==> config.mk <==
export PLATFORM = sky130hd
export DESIGN_NAME = oversample_filter
export DESIGN_NICKNAME = d
export VERILOG_FILES = /design/src/rtl/osf_pkg.sv /design/src/rtl/oversample_filter.sv
export SDC_FILE = /design/constraint.sdc
export NUM_CORES = 1
export LEC_CHECK = 0
export CAP_MARGIN = 20
export CELL_PAD_IN_SITES_DETAIL_PLACEMENT = 2
export CELL_PAD_IN_SITES_GLOBAL_PLACEMENT = 2
export CORE_AREA = 4 4 157 159
export DETAILED_ROUTE_END_ITERATION = 8
export DIE_AREA = 0 0 161 163
export HOLD_SLACK_MARGIN = 0.03
export PLACE_DENSITY_LB_ADDON = 0.08
export REMOVE_ABC_BUFFERS = 1
export SLEW_MARGIN = 20
export SYNTH_ARGS = -nofsm -noshare
export SYNTH_HDL_FRONTEND = slang
export SYNTH_SLANG_ARGS = --single-unit
==> constraint.sdc <==
create_clock -name clk_in -period 8.55 [get_ports clk_in]
set_input_delay 1.71 -clock clk_in [delete_from_list [all_inputs] [get_ports clk_in]]
set_output_delay 1.71 -clock clk_in [all_outputs]
set_load 0.02 [all_outputs]
==> src/rtl/osf_pkg.sv <==
// osf_pkg
//   Shared definitions for the per-channel oversampling averager.
//   - osf_state_e      : FSM state encoding (IDLE, DELAY, SUM)
//   - OSM_MAX_DEFAULT  : largest honoured log2 oversample ratio
//   - acc_width()      : accumulator width needed to sum 2^osm_max samples
package osf_pkg;

  // Default ceiling on the log2 oversample ratio; larger requests are clamped.
  localparam int OSM_MAX_DEFAULT = 10;

  typedef enum logic [1:0] {
    IDLE  = 2'd0,
    DELAY = 2'd1,
    SUM   = 2'd2
  } osf_state_e;

  // Summing 2^osm_max full-scale samples needs osm_max extra bits of headroom.
  function automatic int acc_width(input int w_adc_data, input int osm_max);
    return w_adc_data + osm_max;
  endfunction

endpackage

==> src/rtl/oversample_filter.sv <==
// oversample_filter
//   Per-ADC-channel oversampling averager. After activation or a parameter
//   commit it discards cd_r valid samples, then sums 2^osm_r valid samples and
//   emits their arithmetic mean (floor) as a one-cycle-valid word.
//
// Ports:
//   clk_in            system clock
//   reset_n_in        synchronous active-low reset
//   adc_data_valid_in one-cycle strobe, adc_data_in holds a new sample
//   adc_data_in       signed ADC sample
//   activate_in       channel enable level
//   cycle_delay_in    staged discard count
//   osm_in            staged log2 oversample ratio
//   update_en_in      this channel accepts the next module update
//   module_update_in  one-cycle global parameter-commit strobe
//   data_valid_out    one-cycle strobe, data_out updated
//   data_out          signed averaged sample, held between strobes
module oversample_filter
  import osf_pkg::*;
#(
  parameter int W_ADC_DATA = 18,
  parameter int W_OSF_CD   = 16,
  parameter int W_OSF_OSM  = 6,
  parameter int OSM_MAX    = OSM_MAX_DEFAULT
) (
  input  logic                         clk_in,
  input  logic                         reset_n_in,
  input  logic                         adc_data_valid_in,
  input  logic signed [W_ADC_DATA-1:0] adc_data_in,
  input  logic                         activate_in,
  input  logic        [W_OSF_CD-1:0]   cycle_delay_in,
  input  logic        [W_OSF_OSM-1:0]  osm_in,
  input  logic                         update_en_in,
  input  logic                         module_update_in,
  output logic                         data_valid_out,
  output logic signed [W_ADC_DATA-1:0] data_out
);

  localparam int W_ACC = acc_width(W_ADC_DATA, OSM_MAX);
  // Sample counter must be able to hold the value 2^OSM_MAX itself.
  localparam int W_CNT = OSM_MAX + 1;
  localparam logic [W_CNT-1:0]     CNT_ONE   = W_CNT'(1);
  localparam logic [W_OSF_CD-1:0]  DLY_ONE   = W_OSF_CD'(1);
  localparam logic [W_OSF_OSM-1:0] OSM_LIMIT = W_OSF_OSM'(OSM_MAX);

  osf_state_e                  state;
  logic signed [W_ACC-1:0]     acc;
  logic        [W_CNT-1:0]     sample_cnt;
  logic        [W_OSF_CD-1:0]  delay_cnt;
  logic        [W_OSF_CD-1:0]  cd_r;
  logic        [W_OSF_OSM-1:0] osm_r;

  logic signed [W_ACC-1:0]      sample_ext;
  logic signed [W_ACC-1:0]      acc_sum;
  logic signed [W_ADC_DATA-1:0] avg;
  logic        [W_CNT-1:0]      sample_cnt_next;
  logic        [W_CNT-1:0]      ratio;
  logic        [W_OSF_CD-1:0]   delay_cnt_next;
  logic        [W_OSF_OSM-1:0]  osm_clamped;
  logic                         commit;

  // Datapath helpers: sign-extend the incoming sample into the accumulator
  // width, form the running sum including the current sample, and derive the
  // floor-average by arithmetic right shift. The ratio 2^osm_r is the sample
  // count at which a block is complete. osm_r never exceeds OSM_MAX, so the
  // shift never leaves the counter width.
  always_comb begin
    sample_ext      = {{OSM_MAX{adc_data_in[W_ADC_DATA-1]}}, adc_data_in};
    acc_sum         = acc + sample_ext;
    avg             = W_ADC_DATA'(acc_sum >>> osm_r);
    sample_cnt_next = sample_cnt + CNT_ONE;
    delay_cnt_next  = delay_cnt + DLY_ONE;
    ratio           = CNT_ONE << osm_r;
    osm_clamped     = (osm_in > OSM_LIMIT) ? OSM_LIMIT : osm_in;
    commit          = module_update_in & update_en_in;
  end

  // Main control and datapath. Priority inside a cycle is reset, then
  // parameter commit, then deactivation, then normal sample processing.
  // data_valid_out defaults low every cycle and is raised only on the edge
  // that completes a block in SUM.
  always_ff @(posedge clk_in) begin
    data_valid_out <= 1'b0;
    if (!reset_n_in) begin
      state      <= IDLE;
      acc        <= '0;
      sample_cnt <= '0;
      delay_cnt  <= '0;
      cd_r       <= '0;
      osm_r      <= '0;
      data_out   <= '0;
    end else if (commit) begin
      // New parameters restart averaging from scratch; a sample arriving in
      // this cycle is intentionally dropped.
      cd_r       <= cycle_delay_in;
      osm_r      <= osm_clamped;
      acc        <= '0;
      sample_cnt <= '0;
      delay_cnt  <= '0;
      if (!activate_in) begin
        state <= IDLE;
      end else if (cycle_delay_in != '0) begin
        state <= DELAY;
      end else begin
        state <= SUM;
      end
    end else if (!activate_in) begin
      // A partial block is abandoned without output; data_out keeps its value.
      state      <= IDLE;
      acc        <= '0;
      sample_cnt <= '0;
      delay_cnt  <= '0;
    end else begin
      case (state)
        IDLE: begin
          delay_cnt  <= '0;
          sample_cnt <= '0;
          acc        <= '0;
          state      <= (cd_r != '0) ? DELAY : SUM;
        end
        DELAY: begin
          if (adc_data_valid_in) begin
            if (delay_cnt_next == cd_r) begin
              delay_cnt <= '0;
              state     <= SUM;
            end else begin
              delay_cnt <= delay_cnt_next;
            end
          end
        end
        SUM: begin
          if (adc_data_valid_in) begin
            if (sample_cnt_next == ratio) begin
              data_out       <= avg;
              data_valid_out <= 1'b1;
              acc            <= '0;
              sample_cnt     <= '0;
            end else begin
              acc        <= acc_sum;
              sample_cnt <= sample_cnt_next;
            end
          end
        end
        default: begin
          state <= IDLE;
        end
      endcase
    end
  end

endmodule

# == Yosys cells after proc, flatten, opt, wreduce, memory -nomap -nowiden ==
# Index checks and enable logic that the tools add are counted.
# op_classes
addsub,3
magnitude_cmp,1
n_eq_ne,9
shift,2
muxes,19
n_bitwise,6
reduce_logical,11
# op_table
cell,count
$mux W28,2
$pmux W28 S2,1
$mux W16,2
$pmux W16 S2,1
$reduce_bool A16 Y1,2
$add A28 B18 Y28,1
$sshr A28 B6 Y18,1
$mux W11,2
$pmux W11 S2,1
$add A16 B1 Y16 const B,1
$eq A16 B16 Y1,1
$mux W2,7
$add A11 B1 Y11 const B,1
$eq A11 B11 Y1,1
$shl A1 B6 Y11 const A,1
$ne A4 B4 Y1 const B,2
$gt A6 B4 Y1 const B,1
$mux W6,1
$pmux W2 S3,1
$not A1 Y1,5
$reduce_and A5 Y1,1
$reduce_or A5 Y1,1
$ne A2 B2 Y1 const B,2
$reduce_and A2 Y1,2
9 further kinds,10
# totals
ff_bits,98
in_bits,46
out_inout_bits,19
elab_cells,59

# == Depth between registers and ports, before layout ==
# logic_depth
ltp_word,7
mapped_depth,13
ltp_nobuf,13

# == Least setup slack after synthesis ==
# OpenSTA, ideal clock, no wires.
# synth_path
kind,input-to-reg
startpoint,input adc_data_in[0]
endpoint,register data_out[5]
setup_time_ps,139
t_arrival_ps,4600
required_ps,8411
setup_slack_ps,3811
cell_stages,13
path_buffers,0
cell_sequence,ha_1 -> inv_1 -> fa_1 -> nand2b_1 -> a21oi_1 -> o211ai_1 -> o21ai_0 -> xor2_1 -> mux4_2 -> mux2_2 -> or2_2 -> a21oi_1 -> a22oi_1
# synth_via
elab_chain_cells,2
# synth_rtl
element,line_no,source
from (decl),oversample_filter.sv:29,"input logic signed [W_ADC_DATA-1:0] adc_data_in,"
$add A28 B18 Y28,oversample_filter.sv:69,acc_sum = acc + sample_ext;
$sshr A28 B6 Y18,oversample_filter.sv:70,avg = W_ADC_DATA'(acc_sum >>> osm_r);
to (signal assigned),oversample_filter.sv:134,data_out <= avg;
to (decl),oversample_filter.sv:36,output logic signed [W_ADC_DATA-1:0] data_out
# Every way passes these cells.
# A chain may end at the register's enable or synchronous reset.

# == Worst setup path in the final report ==
# layout_path
startpoint,input adc_data_in[0]
endpoint,register data_out[9]
# The elaborated chain is that of the path after synthesis.

==> flow_metrics.env <==
export IMPL_clkLatencyLatePin_ps=370
export IMPL_grt_max_degree=54
export IMPL_worst_setup_path_end_kind="register"
export IMPL_grt_pass1_vias=9711
export IMPL_reg2reg_depth=11
export IMPL_whs_path_depth=2
export IMPL_comb_power_share=0.224
export IMPL_critPathMaxStageDelay_ps=720
export IMPL_crit_path_top_delay_cell="xor2_1"
export IMPL_placed_area_um2=9494
export IMPL_p_leak_nw=3.675
export IMPL_synth_flop_cell="dfxtp_1"
export IMPL_detail_route_antenna_nets=0
export IMPL_vias=9330
export IMPL_cts_hold_buf=0
export IMPL_ioPinCount=65
export IMPL_synthToLayoutAreaGrowth_pct=12.46
export IMPL_num_rows=56
export IMPL_grt_pass1_wl_mm=55.68
export IMPL_cts_max_path_buffers=2
export IMPL_final_cell_mix="nand2_1 (143), nor2_1 (115), dfxtp_1 (97)"
export IMPL_setup_viol=0
export IMPL_die_h_um=163
export IMPL_cts_tree="done"
export IMPL_hpwl_mm=26.37
export IMPL_r2r_end="data_out[3]"
export IMPL_dieArea_um2=26240
export IMPL_fillers=2816
export IMPL_hold_class="reg2reg"
export IMPL_finalWirelength_mm=35.23
export IMPL_numPortBuffers=64
export IMPL_min_to="sample_cnt[8]"
export IMPL_antennaDiodeCount=0
export IMPL_core_area_um2=23260
export IMPL_syn_area_um2=8703
export IMPL_synth_top_family_by_area="compound AO/OA/AOI/OAI gates"
export IMPL_drt_vias_per_instance=6.237
export IMPL_p_switching_w=0.0003913
export IMPL_cts_resized=0
export IMPL_cap_violations=0
export IMPL_async_reset_ff_frac=0
export IMPL_fin_crit_sh=0.6959
export IMPL_seq_power_share=0.407
export IMPL_synthCells=1172
export IMPL_worstMarginPinSlew_ps=1060
export IMPL_synth_seq_cells=98
export IMPL_reg2reg_slack_ps=3810
export IMPL_final_cells=1496
export IMPL_htree_num_levels=3
export IMPL_holdWs_ps=498.8
export IMPL_drc=0
export IMPL_drt_initial_drc_count=550
export IMPL_postCtsSetupBuffers=0
export IMPL_antenna_found_initial=0
export IMPL_clock_sinks=98
export IMPL_cts_root_buf="clkbuf_16"
export IMPL_synth_cell_types=85
export IMPL_slew_headroom=0.2888
export IMPL_gp_congestion=0.8781
export IMPL_gr_usage_all_layers=0.2653
export IMPL_design_area_um2=9788
export IMPL_critical_path_reg2reg_startpoint="sample_cnt[0]"
export IMPL_cp_max_fo=7
export IMPL_nets=1248
export IMPL_clock_power_share=0.369
export IMPL_grt_ovfl_total=0
export IMPL_arrival_ps=6250
export IMPL_final_min_clock_period_ps=5950
export IMPL_synth_compound_area_share=0.3043
export IMPL_final_common_cell="nand2_1"
export IMPL_wl_per_cell_um=23.55
export IMPL_start_kind="primary input"
export IMPL_synth_xor_area_share=0.05966
export IMPL_outcome="finished, final reports clean"
export IMPL_cts_inserted_buffers=9
export IMPL_synth_top_cell_area_share=0.2254
export IMPL_yosysSeqAreaShare=0.2254
export IMPL_fp_dieW_um=161
export IMPL_synth_area_leader_cell="dfxtp_1"
export IMPL_rsz0062_at_grt="no"
export IMPL_worstHoldStart="sample_cnt[8]"
export IMPL_ys_warn_count=0
export IMPL_clk_pin_slew_ps=80
export IMPL_crit_chain="clkdlybuf4s50_1, ha_1, inv_1, fa_1, nand2b_1, a21oi_1, o211ai_1, o21ai_0, xor2_1, mux4_2, a22oi_1, and2_1, a211o_1, a21oi_1"
export IMPL_avgSynthCellArea_um2=7.426
export IMPL_synth_area_mux_share=0.05693
export IMPL_hold_viol=0
export IMPL_fin_skew_ps=11.54
export IMPL_switching_share=0.3388
export IMPL_path_class="in2reg"
export IMPL_synth_edf_count=0
export IMPL_yosys_area_share_simple=0.2578
export IMPL_ys_top_cells_by_area="dfxtp_1 (23%), nand2_1 (6.2%), nor2_1 (5.0%)"
export IMPL_p_int_w=0.0007635
export IMPL_slew_viol_final=0
export IMPL_crit_path_frequent_cell="a21oi_1"
export IMPL_placed_cells=1479
export IMPL_dr_pass1_iters=5
export IMPL_max_freq_ghz=0.1681
export IMPL_pwr_density_cell_nw_per_um2=118.0
export IMPL_crit_required_ps=8850
export IMPL_synthAdderAreaFrac=0.04399
export IMPL_setup_tns_ps=0
export IMPL_p_total_w=0.001155
export IMPL_start_util=0.3741
export IMPL_irDropWorstVdd_uv=70.87
export IMPL_drive_above_1_share=0.06797
## layer usage
metal,global-route usage,vias up,routed length [um]
li1,-,4370,-
met1,0.3491,4742,15990
met2,0.4666,176,17140
met3,0.02835,42,1346
met4,0.06669,0,753
met5,0,-,0
## cells in the mapped netlist (all sizes together) (14+ instances only)
cell,number
ha,29
a31oi,15
and3,15
nor3,23
inv,20
mux2i,18
buf,29
a211oi,25
clkbuf,60
dfxtp,98
o211ai,15
o31ai,14
a21oi,78
nor4,26
nand3,28
o21ai,61
a22oi,40
xnor2,28
and2,17
xor2,26
nand4,22
nor2,116
a21boi,22
a21o,20
nand2,143
## worst max-delay path by stage
stage,start,endpoint,slack (ps),cells past startpoint
final,adc_data_in[0],data_out[9],2600,14
after global routing,adc_data_in[0],data_out[14],2330,14
after CTS,adc_data_in[0],data_out[2],2650,14
after detailed placement,adc_data_in[0],data_out[2],2270,14
after global placement,adc_data_in[0],data_out[9],2360,14
after floorplan,osm_r[0],sample_cnt[5],3470,9
## state kept, by name, summed over array words and instances (netlist names)
name and cells:
osm_r 6, sample_cnt 11, cd_r 16, acc 28
data_valid_out 1, state 2, delay_cnt 16, data_out 18
## cells by family (layout without fill, tap and decap cells)
kind of cell | Yosys count | count (layout)
and+or+nand+nor | 459 | 459
muxes | 36 | 36
DFF | 98 | 98
xor gates and xnor gates | 56 | 56
buffers and inverters | 111 | 116
adders and majority gates | 30 | 30
AOI/OAI and AO/OA | 382 | 382
## power groups by stage
stage                     Sequential, W  Combinational [W]  Clock (W)
after floorplan                0.000485           0.000143          0
after global placement         0.000481           0.000249          0
after detailed placement       0.000481           0.000254          0
after CTS                      0.000470           0.000255   0.000434
after global routing           0.000471           0.000279   0.000450
final                          0.000470           0.000258   0.000426
## layout make-up
cell class | instances | area, um2 | area share
Multi-Input combinational cell | 963 | 6311 | 0.6448
Sequential cell | 98 | 1963 | 0.2006
Timing Repair Buffer | 78 | 743.2 | 0.07593
Tap cell | 319 | 399.1 | 0.04078
Clock buffer | 9 | 225.2 | 0.02301
Inverter | 22 | 82.58 | 0.008437
Clock inverter | 7 | 63.81 | 0.006519
## metrics by stage
stage	setup slack, ps	util
after global placement	2356	0.4081
after detailed placement	2270	0.4081
after global routing	2334	0.4208
final	2600	0.4208
after floorplan	3469	-
after CTS	2646	0.4206
## critical path, delay by kind of cell
kind / cells / cell delay, ps
mux: 1 / 470
buf+inv: 2 / 520
compound gates: 6 / 1810
simple gates: 2 / 420
xor+xnor: 1 / 720
fa+ha+maj: 2 / 590
(Power assumes the default switching activity.)
